`config.mk`:
```
export PLATFORM = sky130hd
export DESIGN_NAME = div_sequencer
export DESIGN_NICKNAME = d
export VERILOG_FILES = /design/src/rtl/alu_pkg.sv /design/src/rtl/div_step.sv /design/src/rtl/div_sequencer.sv
export SDC_FILE = /design/constraint.sdc
export NUM_CORES = 1
export LEC_CHECK = 0
export CORE_UTILIZATION = 54
export CTS_CLUSTER_SIZE = 12
export DETAILED_ROUTE_END_ITERATION = 8
export GPL_TIMING_DRIVEN = 0
export PLACE_DENSITY = 0.77
export SYNTH_ARGS = -nofsm -noshare
export SYNTH_HDL_FRONTEND = slang
export SYNTH_SLANG_ARGS = --single-unit
```
`constraint.sdc`:
```
create_clock -name clk -period 3.1 [get_ports clk]
set_clock_uncertainty 0.2 [all_clocks]
set_input_delay 0.93 -clock clk [delete_from_list [all_inputs] [get_ports clk]]
set_output_delay 0.93 -clock clk [all_outputs]
set_load 0.005 [all_outputs]
```
`src/rtl/alu_pkg.sv`:
```
// Shared ALU definitions: widths, division opcodes and the divide sequencer state encoding.
package alu_pkg;

    localparam int unsigned XLEN = 32;
    localparam int unsigned OP_W = 5;

    localparam logic [OP_W-1:0] OP_DIV  = 5'b01100;
    localparam logic [OP_W-1:0] OP_DIVU = 5'b01101;
    localparam logic [OP_W-1:0] OP_REM  = 5'b01110;
    localparam logic [OP_W-1:0] OP_REMU = 5'b01111;

    typedef enum logic [1:0] {
        IDLE   = 2'd0,
        SETUP  = 2'd1,
        ITER   = 2'd2,
        FINISH = 2'd3
    } div_state_t;

endpackage

```
`src/rtl/div_step.sv`:
```
// One radix-2 restoring division step on unsigned magnitudes.
module div_step
    import alu_pkg::*;
(
    input  logic [XLEN-1:0] rem_in,
    input  logic            dvd_msb,
    input  logic [XLEN-1:0] divisor,
    output logic [XLEN-1:0] rem_out_c,
    output logic            q_bit_c
);

    logic [XLEN:0] shifted;

    // Shifted partial remainder can reach XLEN+1 bits before the trial subtract.
    assign shifted   = {rem_in, dvd_msb};
    assign q_bit_c   = (shifted >= {1'b0, divisor});
    assign rem_out_c = q_bit_c ? XLEN'(shifted - {1'b0, divisor}) : shifted[XLEN-1:0];

endmodule

```
`src/rtl/div_sequencer.sv`:
```
// Multi-cycle RV32M divide/remainder sequencer for the EX stage, with fast path for
// divide-by-zero and signed overflow; stalls the pipeline while an operation runs.
module div_sequencer #(
    parameter int unsigned XLEN = 32,
    parameter int unsigned OP_W = 5
) (
    input  logic            clk,
    input  logic            rst_n,
    input  logic            start,
    input  logic [OP_W-1:0] opcode,
    input  logic [XLEN-1:0] data1,
    input  logic [XLEN-1:0] data2,
    input  logic            flush,
    output logic            stall,
    output logic            busy,
    output logic            done,
    output logic [XLEN-1:0] result
);
    import alu_pkg::*;

    localparam int unsigned CNT_W = $clog2(XLEN);
    localparam logic [XLEN-1:0] INT_MIN = {1'b1, {(XLEN-1){1'b0}}};

    div_state_t       state_q, state_nx;
    logic             busy_nx, done_nx;
    logic [XLEN-1:0]  result_nx;
    logic             signed_op, signed_op_nx;
    logic             rem_op, rem_op_nx;
    logic             q_neg, q_neg_nx;
    logic             r_neg, r_neg_nx;
    logic [XLEN-1:0]  op_a, op_a_nx;
    logic [XLEN-1:0]  op_b, op_b_nx;
    logic [XLEN-1:0]  dq, dq_nx;
    logic [XLEN-1:0]  rem, rem_nx;
    logic [CNT_W-1:0] cnt, cnt_nx;

    logic             is_div, accept;
    logic             sign_a, sign_b;
    logic [XLEN-1:0]  abs_a, abs_b;
    logic [XLEN-1:0]  step_rem;
    logic             step_q;

    assign is_div = (opcode == OP_W'(OP_DIV))  || (opcode == OP_W'(OP_DIVU)) ||
                    (opcode == OP_W'(OP_REM))  || (opcode == OP_W'(OP_REMU));
    assign accept = start && is_div && (state_q == IDLE) && !done && !flush;
    assign stall  = busy || (start && is_div && !done);

    assign sign_a = signed_op && op_a[XLEN-1];
    assign sign_b = signed_op && op_b[XLEN-1];
    assign abs_a  = sign_a ? -op_a : op_a;
    assign abs_b  = sign_b ? -op_b : op_b;

    // dq starts as the dividend magnitude and fills with quotient bits from the LSB.
    div_step u_step (
        .rem_in    (rem),
        .dvd_msb   (dq[XLEN-1]),
        .divisor   (op_b),
        .rem_out_c (step_rem),
        .q_bit_c   (step_q)
    );

    always_ff @(posedge clk or negedge rst_n) begin
        if (!rst_n) begin
            state_q   <= IDLE;
            busy      <= 1'b0;
            done      <= 1'b0;
            result    <= '0;
            signed_op <= 1'b0;
            rem_op    <= 1'b0;
            q_neg     <= 1'b0;
            r_neg     <= 1'b0;
            op_a      <= '0;
            op_b      <= '0;
            dq        <= '0;
            rem       <= '0;
            cnt       <= '0;
        end else begin
            state_q   <= state_nx;
            busy      <= busy_nx;
            done      <= done_nx;
            result    <= result_nx;
            signed_op <= signed_op_nx;
            rem_op    <= rem_op_nx;
            q_neg     <= q_neg_nx;
            r_neg     <= r_neg_nx;
            op_a      <= op_a_nx;
            op_b      <= op_b_nx;
            dq        <= dq_nx;
            rem       <= rem_nx;
            cnt       <= cnt_nx;
        end
    end

    always_comb begin
        state_nx     = state_q;
        busy_nx      = busy;
        done_nx      = 1'b0;
        result_nx    = result;
        signed_op_nx = signed_op;
        rem_op_nx    = rem_op;
        q_neg_nx     = q_neg;
        r_neg_nx     = r_neg;
        op_a_nx      = op_a;
        op_b_nx      = op_b;
        dq_nx        = dq;
        rem_nx       = rem;
        cnt_nx       = cnt;

        case (state_q)
            IDLE: begin
                if (accept) begin
                    state_nx     = SETUP;
                    busy_nx      = 1'b1;
                    op_a_nx      = data1;
                    op_b_nx      = data2;
                    signed_op_nx = (opcode == OP_W'(OP_DIV)) || (opcode == OP_W'(OP_REM));
                    rem_op_nx    = (opcode == OP_W'(OP_REM)) || (opcode == OP_W'(OP_REMU));
                end
            end
            SETUP: begin
                q_neg_nx = sign_a ^ sign_b;
                r_neg_nx = sign_a;
                op_b_nx  = abs_b;
                dq_nx    = abs_a;
                rem_nx   = '0;
                cnt_nx   = '0;
                state_nx = ITER;
                // Special cases preload the final quotient/remainder with signs already applied.
                if (op_b == '0) begin
                    dq_nx    = '1;
                    rem_nx   = op_a;
                    q_neg_nx = 1'b0;
                    r_neg_nx = 1'b0;
                    state_nx = FINISH;
                end else if (signed_op && (op_a == INT_MIN) && (op_b == '1)) begin
                    dq_nx    = INT_MIN;
                    rem_nx   = '0;
                    q_neg_nx = 1'b0;
                    r_neg_nx = 1'b0;
                    state_nx = FINISH;
                end
            end
            ITER: begin
                dq_nx  = {dq[XLEN-2:0], step_q};
                rem_nx = step_rem;
                cnt_nx = cnt + CNT_W'(1);
                if (cnt == CNT_W'(XLEN-1)) begin
                    state_nx = FINISH;
                end
            end
            FINISH: begin
                result_nx = rem_op ? (r_neg ? -rem : rem) : (q_neg ? -dq : dq);
                done_nx   = 1'b1;
                busy_nx   = 1'b0;
                state_nx  = IDLE;
            end
            default: begin
                state_nx = IDLE;
                busy_nx  = 1'b0;
            end
        endcase

        // Abort wins over completion: no done, result keeps its last value.
        if (flush && (state_q != IDLE)) begin
            state_nx  = IDLE;
            busy_nx   = 1'b0;
            done_nx   = 1'b0;
            result_nx = result;
        end
    end

endmodule

```
Yosys cells after proc, flatten, opt, wreduce, memory -nomap -nowiden:

Cells that the tools add are included.

* memories: 0
* latch bits: 0
* bits in read-only memories: 0
* word-level logic and storage cells: 94
* register bits: 173
* output and inout port bits: 35
* RAM bits: 0

* $mul: 0
* reductions and logical operators: 29
* divide/modulo/power cells: 0
* shifts and indexed selects: 0
* multiplexer cells: 29
* add/sub/neg operators: 6
* magnitude comparators: 1
* bitwise operators: 2
* eq/ne operators: 14

Operator list (count)
* 32-bit 2-to-1 mux: 10
* 32-bit case mux with 2 select lines: 3
* 32-bit negation: 4
* 32-bit equality test (second input constant): 2
* 33-bit by 32-bit greater-or-equal comparator with 1-bit output: 1
* 32-bit logical NOT: 1
* 32-bit subtractor: 1
* 5-bit by 4-bit equality test with 1-bit output (second input constant): 4
* 1-bit logical AND: 10
* 1-bit 2-to-1 mux: 10
* 5-bit case mux with 2 select lines: 1
* 2-bit case mux with 4 select lines: 1
* 2-bit AND reduction: 4
* 1-bit logical OR: 6
* 2-bit 2-to-1 mux: 3
* 2-bit nonzero test: 3
* 5-bit by 1-bit adder with 5-bit output (second input constant): 1
* 5-bit equality test (second input constant): 1
* 2-bit equality test (second input constant): 2
* 2-bit inequality test (second input constant): 2
* 3-bit by 2-bit inequality test with 1-bit output (second input constant): 1
* 3-bit inequality test (second input constant): 1
* 3-bit AND reduction: 1
* 3-bit nonzero test: 1
* 6 further kinds: 7

Longest topological paths before layout:

* depth in word-level cells: 11
* depth in mapped cells: 14

Modules after synthesis:

A second synthesis with hierarchy kept.

* cell total of the unflattened synthesis: 1457
* area, all modules: 12607.1 µm²

By module, submodules not included
* div_sequencer: area an instance 10276.1 µm², sequential area each 4329.2 µm², instances 1, cells an instance 1134
* div_step: area an instance 2331.0 µm², sequential area each 0.0 µm², instances 1, cells an instance 323

Least setup slack after synthesis:

Ideal clock, no wire load.

* path kind: register to register
* start point: register op_b[21]
* end point: register rem[30]
* path slack: -0.115 ns
* period minus slack after synthesis: 3.215 ns
* data required time: 2.823 ns
* cell stages (with the launch flop): 14
* arrival: 2.937 ns
* library setup time: 0.077 ns
* path through: dfrtp_1 inv_1 ha_1 clkbuf_1 a21o_1 a221oi_1 o21ai_0 nor3b_1 a21oi_1 a31oi_1 buf_2 buf_2 o21ai_0 a21oi_1

* word-level cells in the longest chain between the ends: 3

Ends and longest elaborated chain
* from (decl): line div_sequencer.sv:32 `logic [XLEN-1:0] op_b, op_b_nx;`
* from (signal assigned): line div_sequencer.sv:87 `op_b <= op_b_nx;`
* 32-bit subtractor (tied with other cells): line div_step.sv:17 `assign rem_out_c = q_bit_c ? XLEN'(shifted - {1'b0, divisor}) : shifted[XLEN-1:0];`
* 32-bit 2-to-1 mux, on equally long branches: line div_step.sv:17, div_sequencer.sv:129
* 32-bit case mux with 2 select lines (*): line div_sequencer.sv:109 `case (state_q)`
* to (signal assigned): line div_sequencer.sv:89 `rem <= rem_nx;`
* to (decl): line div_sequencer.sv:34 `logic [XLEN-1:0] rem, rem_nx;`

Every way passes the cells marked *; elsewhere a longest branch is shown, timed or not.
A chain may end at the register's enable or synchronous reset.

Worst setup path in the final report:

* start point: register dq[6]
* end point: register result[31]

* word-level cells in the longest chain between the ends: 3

Ends and longest elaborated chain
* from (decl): line div_sequencer.sv:33 `logic [XLEN-1:0] dq, dq_nx;`
* from (signal assigned): line div_sequencer.sv:88 `dq <= dq_nx;`
* 32-bit negation: line div_sequencer.sv:152 `result_nx = rem_op ? (r_neg ? -rem : rem) : (q_neg ? -dq : dq);`
* 32-bit 2-to-1 mux (2 in a row): line div_sequencer.sv:152
* to (signal assigned): line div_sequencer.sv:81 `result <= result_nx;`
* to (decl): line div_sequencer.sv:17 `output logic [XLEN-1:0] result`

Every way passes these cells.

==> metrics.cfg <==
[floorplan]
dieWidth_um=154
core-area_um2=22600
start_util=0.552
die_h_um=154
dieArea_um2=23800
rows=55
io_pins=108

[setup_path]
reg2reg_depth=9
crit_required_ps=3220
startpoint_type=register
crit_cells=9
crit_end=result[31]
regToRegSetupSlack_ps=-50
crit_path_top_delay_cell=or4_4
critical-path-max-stage-delay_ps=550
cp_common_cell=or4_4
crit_family=simple AND/OR/NAND/NOR gates
regToRegStartpoint=dq[6]
cp_num_buf_inv=0
startpoint=dq[6]
r2r-end=result[31]
critPathArrivalTime_ps=3270
cp_cell_sequence=or4_4 -> or4_4 -> or3_4 -> nand2b_4 -> nor4_4 -> nand2_2 -> o31ai_4 -> xnor2_2 -> o221ai_2
path_class=register to register
end_kind=register
crit_path_max_fanout=3

[clock_tree]
numCtsBuffers=17
insertion_delay_ps=450
cts.sinks=173
root_buffer=clkbuf_16
cts_tree=built
clockBufferDepth=2
path_clk_slew_ps=70
ctsHoldBuffers=0
ctsHtreeMaxLevel=4

[layout]
final_util=0.709
final_common_cell=nand2_1
design_area_um2=16000
n_antenna_cell=0
drive_above_1_share=0.202
fill_cells=1844
nNetsFinal=1849
syn_to_final_growth_pct=28.4
final_cells=2030
final_cell_mix=nand2_1 (173), a21oi_1 (154), dfrtp_1 (136)

[drt]
vias=13400
drc=0
viasPerCell=6.61
drt-pass1-iter-count=9
avgRoutedWirePerCell_um=22.6
drtIter0Drc=1811
ant_nets=0
routed_wl_um=45900

[synth]
syn_area_um2=12500
seq_area_frac_synth=0.346
synthTopCellsByArea=dfrtp_1 (35%), a21oi_1 (6.5%), o21ai_0 (6.0%)
synth_fp_nets=1659
synth.largest_area_cell=dfrtp_1
ys_seq_elements=173
synthCells=1542
synthArstFlopShare=1.00
synth_top_area_share=0.346
synthFlopType=dfrtp_1
syn_avg_cell_area_um2=8.11
synth-edff-count=0
ys_types=74
yosys_warnings=0

[timing]
worst_slew_pin_slew_ps=992
hold_viol=0
slew_headroom=0.339
max_freq_ghz=0.318
hold_ws_ps=274
fin_ws_ps=-48.7
final_max_slew_viol_count=0
rsz0062_at_grt=yes
period_minus_slack_ps=3150
fin_tns_setup_ps=-114
fin_crit_sh=1.02
final-setup-viol-count=3

[outcome]
violations=setup timing
status=finished with violations

[placement]
gp_congestion=0.996
port_buffers=106
place_inst=1934
dp_slack_ps=-1060
postPlaceCellArea_um2=14000
dpl.hpwl_um=33000

[pwr]
switching_share=0.507
p_sw_mw=10.2
p_clk_frac=0.108
irDropWorstVdd_mv=0.870
p_int_mw=9.97
seq_power_share=0.250
p_comb_frac=0.641
power.density_nw_per_um2=1260
p_leak_nw=6.47
fin_total_pwr_mw=20.2

[global_route]
grt_overflow=0
grt_max_degree=88
grt_pass1_wl_um=69200
antenna_found_initial=0
grtUsageTotal=0.380
grt_pass1_vias=12300

[run]
drv_cap=0

[hold_path]
min_path_type=input port to asynchronous set/reset pin

worst min-delay path by stage:
stage / start / to / cells after the start / slack (ps)
2_1_floorplan: result[23] / result[23] / 2 / 270
3_3_place_gp: result[24] / result[24] / 2 / 260
3_5_place_dp: result[23] / result[23] / 2 / 270
4_1_cts: result[7] / result[7] / 2 / 290
5_1_grt: rst_n / result[8] / 1 / 310
6_report: rst_n / result[8] / 1 / 270
Yosys cell counts, types with 15 or more instances:
cell	instances
dfrtp_1	173
xor2_1	54
o22ai_1	30
nand3_1	34
a221oi_1	19
nand4_1	17
a21oi_1	163
xnor2_1	54
nor2_1	117
inv_1	65
clkbuf_1	74
nand2b_1	15
ha_1	43
nor3_1	32
o31ai_1	30
nand2_1	175
a31oi_1	29
mux2_2	41
and3_1	19
o21ai_0	150
final cells by class:
type | count | area, µm² | area share
multi-input cells | 1210 | 8370 | 0.522
flip-flops and latches | 173 | 4380 | 0.273
repair buffers | 184 | 1720 | 0.107
clock buffers | 17 | 425 | 0.0265
plain buffers | 81 | 403 | 0.0251
well taps | 285 | 357 | 0.0222
inverters | 65 | 246 | 0.0154
clock inverters | 15 | 150 | 0.00936
cell families after synthesis:
logic type,count (synthesis),share of synthesized area
XOR/XNOR,108,0.0757
multiplexers,53,0.0466
buffers and inverters,159,0.0486
adder cells (fa/ha/maj),44,0.0446
AND/OR/NAND/NOR,494,0.192
AO/OA/AOI/OAI,511,0.246
flip-flops,173,0.346
flip-flops by register name (all words and copies together) (netlist names):
register	flops
r_neg	1
result	32
q_neg	1
signed_op	1
rem	32
op_b	32
rem_op	1
busy	1
state_q	2
op_a	32
dq	32
done	1
cnt	5
layer usage:
layer | wire length, µm | up-vias | GRT usage
li1 | - | 5949 | -
met1 | 18600 | 6418 | 0.525
met2 | 20100 | 865 | 0.575
met3 | 5000 | 191 | 0.0851
met4 | 2160 | 0 | 0.158
met5 | 0 | - | 0
power by group through the flow:
stage / sequential [mW] / combinational, mW / clock, mW
after floorplan: 4.34 / 7.45 / 0
after global placement: 4.90 / 10.1 / 0
after detailed placement: 4.94 / 10.3 / 0
after CTS: 4.93 / 11.5 / 2.17
after global routing: 5.14 / 14.0 / 2.27
final: 5.06 / 13.0 / 2.19
repair_timing:
item | in CTS | in global routing
setup endpoints to repair | 148 | 99
gates cloned | 0 | 1
pin swaps | 33 | 44
setup buffers | 47 | 29
resized for setup | 137 | 127
Note: power is estimated with default switching activity, not from simulation.
